**src/rtl/game_pkg.sv**
```systemverilog
// Shared state encoding and width helpers for the game flow controller.
package game_pkg;

  localparam int STATE_W = 3;

  typedef logic [STATE_W-1:0] state_t;

  localparam logic [STATE_W-1:0] INIT  = 3'd0;
  localparam logic [STATE_W-1:0] RUN   = 3'd1;
  localparam logic [STATE_W-1:0] HIT   = 3'd2;
  localparam logic [STATE_W-1:0] PAUSE = 3'd3;
  localparam logic [STATE_W-1:0] DEAD  = 3'd4;

  // Width of a counter holding 0..n
  function automatic int lives_w(input int n);
    return (n < 1) ? 1 : $clog2(n + 1);
  endfunction

  // Width of a counter holding 0..n-1
  function automatic int cnt_w(input int n);
    return (n <= 2) ? 1 : $clog2(n);
  endfunction

endpackage

```
**src/rtl/rise_detect.sv**
```systemverilog
// Rising-edge detector: registers the previous level, flags a 0->1 change.
module rise_detect (
  input  logic clk,
  input  logic rst,
  input  logic d,
  output logic rise
);

  logic q;

  always_ff @(posedge clk) begin
    if (rst) q <= 1'b0;
    else     q <= d;
  end

  assign rise = d & ~q;

endmodule

```
**src/rtl/game_flow_ctrl.sv**
```systemverilog
// Game flow FSM: lives, post-hit invulnerability, pause, restart hold-off,
// and saturating score / high-score counters. All outputs registered.
//   state | meaning
//   INIT  | waiting for a jump edge to start a game
//   RUN   | world scrolling, collisions cost a life
//   HIT   | invulnerable respawn window, world still scrolling
//   PAUSE | world frozen until the next pause edge
//   DEAD  | no lives left, restart allowed after hold-off
module game_flow_ctrl
  import game_pkg::*;
#(
  parameter int NUM_LIVES      = 3,
  parameter int RESPAWN_CYCLES = 60,
  parameter int DEAD_HOLDOFF   = 30,
  parameter int SCORE_DIV      = 6,
  parameter int SCORE_W        = 14,
  localparam int LIVES_W       = lives_w(NUM_LIVES)
) (
  input  logic               clk,
  input  logic               rst,
  input  logic               jump,
  input  logic               pause,
  input  logic               collided,
  output logic [STATE_W-1:0] state,
  output logic [LIVES_W-1:0] lives,
  output logic               invuln,
  output logic               run_en,
  output logic               start_pulse,
  output logic [SCORE_W-1:0] score,
  output logic [SCORE_W-1:0] hi_score
);

  localparam int TMR_MAX = (RESPAWN_CYCLES > DEAD_HOLDOFF) ? RESPAWN_CYCLES : DEAD_HOLDOFF;
  localparam int TMR_W   = cnt_w(TMR_MAX);
  localparam int DIV_W   = cnt_w(SCORE_DIV);

  localparam logic [TMR_W-1:0]   RESPAWN_LOAD = TMR_W'(RESPAWN_CYCLES - 1);
  localparam logic [TMR_W-1:0]   HOLDOFF_LOAD = TMR_W'(DEAD_HOLDOFF - 1);
  localparam logic [LIVES_W-1:0] LIVES_INIT   = LIVES_W'(NUM_LIVES);
  localparam logic [DIV_W-1:0]   DIV_LAST     = DIV_W'(SCORE_DIV - 1);
  localparam logic [SCORE_W-1:0] SCORE_MAX    = {SCORE_W{1'b1}};

  logic               jump_rise, pause_rise;
  logic [STATE_W-1:0] state_nx;
  logic [LIVES_W-1:0] lives_nx;
  logic [TMR_W-1:0]   timer, timer_nx;
  logic [DIV_W-1:0]   div, div_nx;
  logic [SCORE_W-1:0] score_nx, hi_nx;
  logic               start_nx, clear_score;

  rise_detect u_jump_rise (
    .clk  (clk),
    .rst  (rst),
    .d    (jump),
    .rise (jump_rise)
  );

  rise_detect u_pause_rise (
    .clk  (clk),
    .rst  (rst),
    .d    (pause),
    .rise (pause_rise)
  );

  always_comb begin
    state_nx    = state;
    lives_nx    = lives;
    timer_nx    = timer;
    start_nx    = 1'b0;
    clear_score = 1'b0;
    case (state)
      INIT: begin
        if (jump_rise) begin
          state_nx    = RUN;
          lives_nx    = LIVES_INIT;
          start_nx    = 1'b1;
          clear_score = 1'b1;
        end
      end
      RUN: begin
        if (collided) begin
          if (lives > LIVES_W'(1)) begin
            state_nx = HIT;
            lives_nx = lives - LIVES_W'(1);
            timer_nx = RESPAWN_LOAD;
          end else begin
            state_nx = DEAD;
            lives_nx = '0;
            timer_nx = HOLDOFF_LOAD;
          end
        end else if (pause_rise) begin
          state_nx = PAUSE;
        end
      end
      HIT: begin
        if (timer == '0) state_nx = RUN;
        else             timer_nx = timer - TMR_W'(1);
      end
      PAUSE: begin
        if (pause_rise) state_nx = RUN;
      end
      DEAD: begin
        // Edges during hold-off are dropped; a held button never restarts.
        if (timer != '0)    timer_nx = timer - TMR_W'(1);
        else if (jump_rise) state_nx = INIT;
      end
      default: begin
        state_nx = INIT;
        timer_nx = '0;
      end
    endcase
  end

  always_comb begin
    div_nx   = div;
    score_nx = score;
    if (clear_score) begin
      div_nx   = '0;
      score_nx = '0;
    end else if (run_en) begin
      if (div == DIV_LAST) begin
        div_nx = '0;
        if (score != SCORE_MAX) score_nx = score + SCORE_W'(1);
      end else begin
        div_nx = div + DIV_W'(1);
      end
    end
    // Latch on DEAD entry using the score including this cycle's increment.
    hi_nx = hi_score;
    if ((state_nx == DEAD) && (state != DEAD) && (score_nx > hi_score))
      hi_nx = score_nx;
  end

  always_ff @(posedge clk) begin
    if (rst) begin
      state       <= INIT;
      lives       <= LIVES_INIT;
      invuln      <= 1'b0;
      run_en      <= 1'b0;
      start_pulse <= 1'b0;
      score       <= '0;
      hi_score    <= '0;
      timer       <= '0;
      div         <= '0;
    end else begin
      state       <= state_nx;
      lives       <= lives_nx;
      invuln      <= (state_nx == HIT);
      run_en      <= (state_nx == RUN) || (state_nx == HIT);
      start_pulse <= start_nx;
      score       <= score_nx;
      hi_score    <= hi_nx;
      timer       <= timer_nx;
      div         <= div_nx;
    end
  end

endmodule

```
**config.mk**
```make
export PLATFORM = sky130hd
export DESIGN_NAME = game_flow_ctrl
export DESIGN_NICKNAME = d
export VERILOG_FILES = /design/src/rtl/game_pkg.sv /design/src/rtl/rise_detect.sv /design/src/rtl/game_flow_ctrl.sv
export SDC_FILE = /design/constraint.sdc
export NUM_CORES = 1
export LEC_CHECK = 0
export ABC_AREA = 0
export CORE_MARGIN = 2
export CORE_UTILIZATION = 40
export DETAILED_ROUTE_END_ITERATION = 7
export PLACE_DENSITY_LB_ADDON = 0.1
export SLEW_MARGIN = 15
export SYNTH_ARGS = -nofsm -noshare
export SYNTH_HDL_FRONTEND = slang
export SYNTH_HIERARCHICAL = 1
export SYNTH_SLANG_ARGS = --single-unit
```
**constraint.sdc**
```tcl
create_clock -name clk -period 6.8 [get_ports clk]
set_input_delay 1.36 -clock clk [delete_from_list [all_inputs] [get_ports clk]]
set_output_delay 1.36 -clock clk [all_outputs]
set_load 0.1 [all_outputs]
```
==> flow_summary.ini, run 1 <==
[grt]
overflow = 0
grt_start_max_net_pins = 24
grt_use_total = 0.188
grt_pass1_vias = 2293
antenna_found_initial = 0
grt_first_pass_wirelength_um = 11500

[place]
place_area_um2 = 3330
gp_congestion = 0.938
dp_hpwl_um = 5100
dp.cells = 469
port_buffers = 40

[pwr]
power.density_nw_per_um2 = 183
p_leak_nw = 1.43
vdd_ir_drop_max_mv = 0.0933

[finish]
final_util = 0.503
regArea_um2 = 941
multi_input_area_um2 = 1720
layout-drive-gt1-share = 0.0971
stdcell_count = 477
final_cell_mix = dfxtp_1 (47), nor2_1 (40), clkdlybuf4s50_1 (40)
syn_to_final_growth_pct = 21.3
nNetsFinal = 402
filler_cell_count = 719
fin_area_um2 = 3440
layout_commonest_cell = dfxtp_1
antennaDiodeCount = 0

[clock_network]
cts_made_buffers = 5
clock_path_buffers = 2
tritoncts = yes
clk_latency_ns = 0.30
htree_levels = 2
postCtsResizedCells = 0
clock_sinks = 47
postCtsSetupBuffers = 0
clockRootBuffer = clkbuf_8
path_clk_slew_ns = 0.08
hold_buffers = 0

[logic_synthesis]
synth_top_flop_cell = dfxtp_1
synth_area_um2 = 2840
synth_edf_count = 0
synth_nets = 365
ys_ff_latch = 47
avgSynthCellArea_um2 = 8.27
synth_cell_types = 60
ys_warn_count = 6
seq_area_frac_synth = 0.332
netlist_instances = 343
async_flop_share = 0

[worst_setup_path]
required_ns = 7.03
rrSetupSlack_ns = 2.68
setup.worst_path.start = jump
cp_max_fo = 10
rr_worst_depth = 13
setup.worst_path.class = in2reg
worstPathArrival_ns = 5.00
r2r_start = score[0]
critPathCaptureType = flip-flop
r2r_end = hi_score[8]
cpMostUsedCell = a21oi_1
startpoint_type = input port
cpPeakStageDelay_ns = 0.77
worst_path_max_delay_cell = or4b_2
cp_cell_sequence = clkdlybuf4s50_1, nor2b_4, or4b_2, nand2_1, a21oi_1, or2_2, ha_1, a21oi_1, a21oi_1, o21ai_1, buf_4, mux2i_1

[worst_hold_path]
min_path_type = reg2reg
min_path_cells = 2
whs_endpoint = hi_score[6]
hold_path_startpoint = hi_score[6]

[sta]
clock.fmax_mhz = 210
finalSetupTns_ns = 0
setup_viol = 0
rsz0062_at_grt = no
slew_viol_final = 0
hold_violations = 0
tightest_slew_ns = 0.980
finalCriticalPeriod_ns = 4.77
fin_worst_skew_ns = 0.00866
slew_headroom = 0.345
period_share = 0.701

[flow_run]
drv_cap = 0

[floorplanning]
rows = 30
dieArea_um2 = 7780
start_util = 0.415
die_x_um = 88.2
die_h_um = 88.2
io_pins = 41
fp.coreArea_um2 = 6830

[detailed_routing]
first_pass_iters = 4
routed_wl_um = 6940
wl_per_cell_um = 14.6
drc = 0
via_per_inst = 5.30
postRouteAntennaNets = 0
route.vias.total = 2528
first_iter_violations = 82

[run_status]
outcome = complete, no violations
-- how the worst max path moves through the flow --
| stage | to | slack [ns] | cells past startpoint |
|---|---|---|---|
| after floorplan | hi_score[0] | 2.65 | 11 |
| after global placement | hi_score[6] | 1.80 | 12 |
| after detailed placement | hi_score[8] | 1.71 | 10 |
| after CTS | hi_score[8] | 2.00 | 12 |
| after global routing | hi_score[9] | 1.69 | 12 |
| final | hi_score[8] | 2.03 | 12 |
-- stage by stage --
step,worst slack [ns],power (mW),hold slack (ns)
finish,2.03,0.628,0.479
global route,1.69,0.654,0.513
CTS,2.00,0.632,0.483
detailed placement,1.71,0.421,0.471
global placement,1.80,0.422,0.462
floorplan,2.65,0.394,0.478
-- final cells by class --
type / instances / share of cell area
Multi-Input combinational cell: 250 / 0.501
Sequential cell: 47 / 0.274
Timing Repair Buffer: 42 / 0.121
Inverter: 34 / 0.0371
Tap cell: 96 / 0.0349
Clock buffer: 5 / 0.0200
Clock inverter: 3 / 0.0127
-- critical path, delay by kind of cell --
family,cells,cell delay (ns)
AOI/OAI and AO/OA,4,0.94
adders and majority gates,1,0.31
and+or+nand+nor,4,1.38
buffers and inverters,2,0.81
muxes,1,0.19
-- routing by layer --
metal / global-route usage / vias to the layer above / part of all wire
met4: 0.0510 / 0 / 0.017
met1: 0.280 / 1179 / 0.53
li1: - / 1299 / -
met2: 0.278 / 41 / 0.43
met5: 0 / - / 0
met3: 0.0354 / 9 / 0.028
-- kinds of logic (layout without fill, tap and decap cells) --
family                   Yosys count  in the layout  synth area share
AO/OA/AOI/OAI                     72             72             0.180
flip-flops                        47             47             0.332
multiplexers                      17             17            0.0622
AND/OR/NAND/NOR                  142            142             0.282
buffers and inverters             46             84            0.0631
adder cells (fa/ha/maj)           17             17            0.0750
XOR/XNOR                           2              2           0.00618
-- where the power goes --
| group | switching (mW) | internal (mW) | leakage [nW] |
|---|---|---|---|
| logic | 0.0784 | 0.0405 | 0.995 |
| registers | 0.0135 | 0.284 | 0.381 |
| clock network | 0.102 | 0.110 | 0.0581 |
| total | 0.194 | 0.434 | 1.43 |
-- Yosys cell counts, types with 3 or more instances --
library cell | count | share of area
o21ai_0 | 9 | 0.016
clkbuf_1 | 8 | 0.011
dfxtp_1 | 47 | 0.33
ha_1 | 17 | 0.075
o211ai_1 | 5 | 0.013
nor3_1 | 4 | 0.0071
inv_1 | 34 | 0.045
nand2_1 | 31 | 0.041
nor2_1 | 40 | 0.053
mux2i_1 | 12 | 0.042
a21o_1 | 5 | 0.013
o31a_1 | 7 | 0.022
a21oi_1 | 20 | 0.035
and3_1 | 3 | 0.0066
nor2b_1 | 5 | 0.011
nor2b_4 | 4 | 0.019
mux2_2 | 5 | 0.020
or2_2 | 6 | 0.013
a311oi_1 | 3 | 0.0093
nand3_1 | 11 | 0.019
nand4_1 | 7 | 0.015
nor4_1 | 9 | 0.020
-- registers in the layout (all words and copies together) (netlist names) --
register        flops
hi_score           14
score              14
timer               6
div                 3
state               3
lives               2
invuln              1
run_en              1
start_pulse         1
u_jump_rise/q       1
u_pause_rise/q      1
Note: power is estimated with default switching activity, not from simulation.
==> inputs of run 2 (changes only) <==
==> constraint.sdc (replaced) <==
create_clock -name clk -period 3.9 [get_ports clk]
set_input_delay 0.78 -clock clk [delete_from_list [all_inputs] [get_ports clk]]
set_output_delay 0.78 -clock clk [all_outputs]
set_load 0.1 [all_outputs]
==> run 2 against run 1 <==
Compared with the run above: combinational power grew 85%; critical path type unchanged; register-to-register slack lost 2.3 ns; sequential share of layout area shrank 0.23 points; sequential power grew 73%; die area is the same; wire length grew 6.1%; clock power grew 67%.
==> flow_summary.ini, run 2 (same netlist as run 1, synthesis figures left out) <==
[place]
pre_cts_ws_ns = -0.0744
dp.cells = 479
dp_hpwl_um = 5500
gp_congestion = 0.843
port_buffers = 40

[floorplanning]
die_h_um = 88.2
fp.coreArea_um2 = 6830
rows = 30
io_pins = 41
start_util = 0.415
die_x_um = 88.2
dieArea_um2 = 7780

[detailed_routing]
wl_met3_um = 301
drc = 0
top_layer = met4
wl_per_cell_um = 15.2
first_iter_violations = 258
routed-wl-met2_um = 3410
met1_length_um = 3600
route.vias.total = 2626
first_pass_iters = 4
postRouteAntennaNets = 0
routed_wl_um = 7370
via_per_inst = 5.40

[grt]
grt_use_total = 0.199
grt_pass1_vias = 2409
overflow = 0
grt_start_max_net_pins = 19
grt_first_pass_wirelength_um = 12200
antenna_found_initial = 0

[run_status]
outcome = complete, no violations

[worst_setup_path]
path_buf_inv = 3
setup.worst_path.class = in2reg
required_ns = 4.13
r2r_start = score[0]
critical_path.top_delay_family = simple AND/OR/NAND/NOR gates
cp_cell_sequence = clkdlybuf4s50_1, nor2b_4, or4b_2, and3_1, ha_1, and4_1, a221o_1, o21ai_1, buf_4, buf_4, mux2i_1
cpMostUsedCell = buf_4
setup.worst_path.start = jump
worstPathArrival_ns = 3.89
cp_max_fo = 6
critPathCaptureType = flip-flop
worst_path_max_delay_cell = or4b_2
startpoint_type = input port
cpPeakStageDelay_ns = 0.70

[clock_network]
clk_latency_ns = 0.30
hold_buffers = 0
postCtsResizedCells = 0
clock_path_buffers = 2
tritoncts = yes
clockRootBuffer = clkbuf_8
clock_sinks = 47
postCtsSetupBuffers = 0
cts_made_buffers = 5
htree_levels = 2
path_clk_slew_ns = 0.09

[finish]
antennaDiodeCount = 0
layout-drive-gt1-share = 0.144
nNetsFinal = 412
stdcell_count = 486
final_cell_mix = nor2_1 (40), clkdlybuf4s50_1 (39), dfxtp_1 (37)
syn_to_final_growth_pct = 23.9
largest_registers = hi_score x14, score x14, timer x6
layout_commonest_cell = nor2_1

[sta]
fin_worst_skew_ns = 0.00870
layout_setup_ws_ns = 0.240
tightest_slew_ns = 0.975
hold_violations = 0
slew_viol_final = 0
slew_headroom = 0.348
rsz0062_at_grt = no
finalCriticalPeriod_ns = 3.66
clock.fmax_mhz = 273
finalSetupTns_ns = 0
setup_viol = 0
period_share = 0.938

[worst_hold_path]
min_path_type = reg2reg
hold_path_startpoint = hi_score[8]

[pwr]
power.density_nw_per_um2 = 310
p_leak_nw = 1.48
vdd_ir_drop_max_mv = 0.157

[flow_run]
drv_cap = 0
-- run 2: cell count changes in the layout (fill, tap and decap cells not counted) --
cell,previous run,this run
buf_4,2,13
clkbuf_1,0,1
clkdlybuf4s50_1,40,39
clkinv_2,1,0
clkinv_4,1,0
dfxtp_1,47,37
dfxtp_2,0,10
-- run 2: stage by stage --
step | hold WS, ns | util | total power, mW | cell area (um2)
after global placement | 0.466 | 0.499 | 0.744 | 3410
after CTS | 0.489 | 0.514 | 1.10 | 3510
after detailed placement | 0.476 | 0.499 | 0.744 | 3410
final | 0.490 | 0.514 | 1.09 | 3510
after floorplan | 0.478 | - | 0.687 | 2850
after global routing | 0.508 | 0.514 | 1.14 | 3510
-- run 2: where the power goes --
group	total [mW]	internal, mW	switching [mW]
combinational	0.220	0.0762	0.144
clock	0.354	0.188	0.166
sequential	0.515	0.495	0.0198
total	1.09	0.760	0.330
-- run 2: tightest hold or removal path, cell delays in order (launching register included) --
cell,delay (ns)
dfxtp_1,0.33
nand2_1,0.06
mux2i_1,0.06
-- run 2: cell type report --
cell class                 count  area (um2)
clock buffer                   6        72.6
clock inverter                 1        30.0
fill                         686        3320
inverter                      34         128
multi-input combinational    250        1720
sequential                    47         953
tap                           96         120
timing repair buffer          52         488
-- run 2: path summary, 6_finish.rpt --
kind | to | slack, ns | cells past startpoint
worst max-delay path | hi_score[5] | 0.24 | 11
worst min-delay path | hi_score[8] | 0.49 | 2
worst max register to register | hi_score[5] | 0.38 | 14
worst min register to register | hi_score[8] | 0.49 | 2
-- run 2: metal layers --
metal	up-vias	track usage
met5	-	0
met3	4	0.0317
met2	67	0.297
li1	1323	-
met4	0	0.0441
met1	1232	0.303
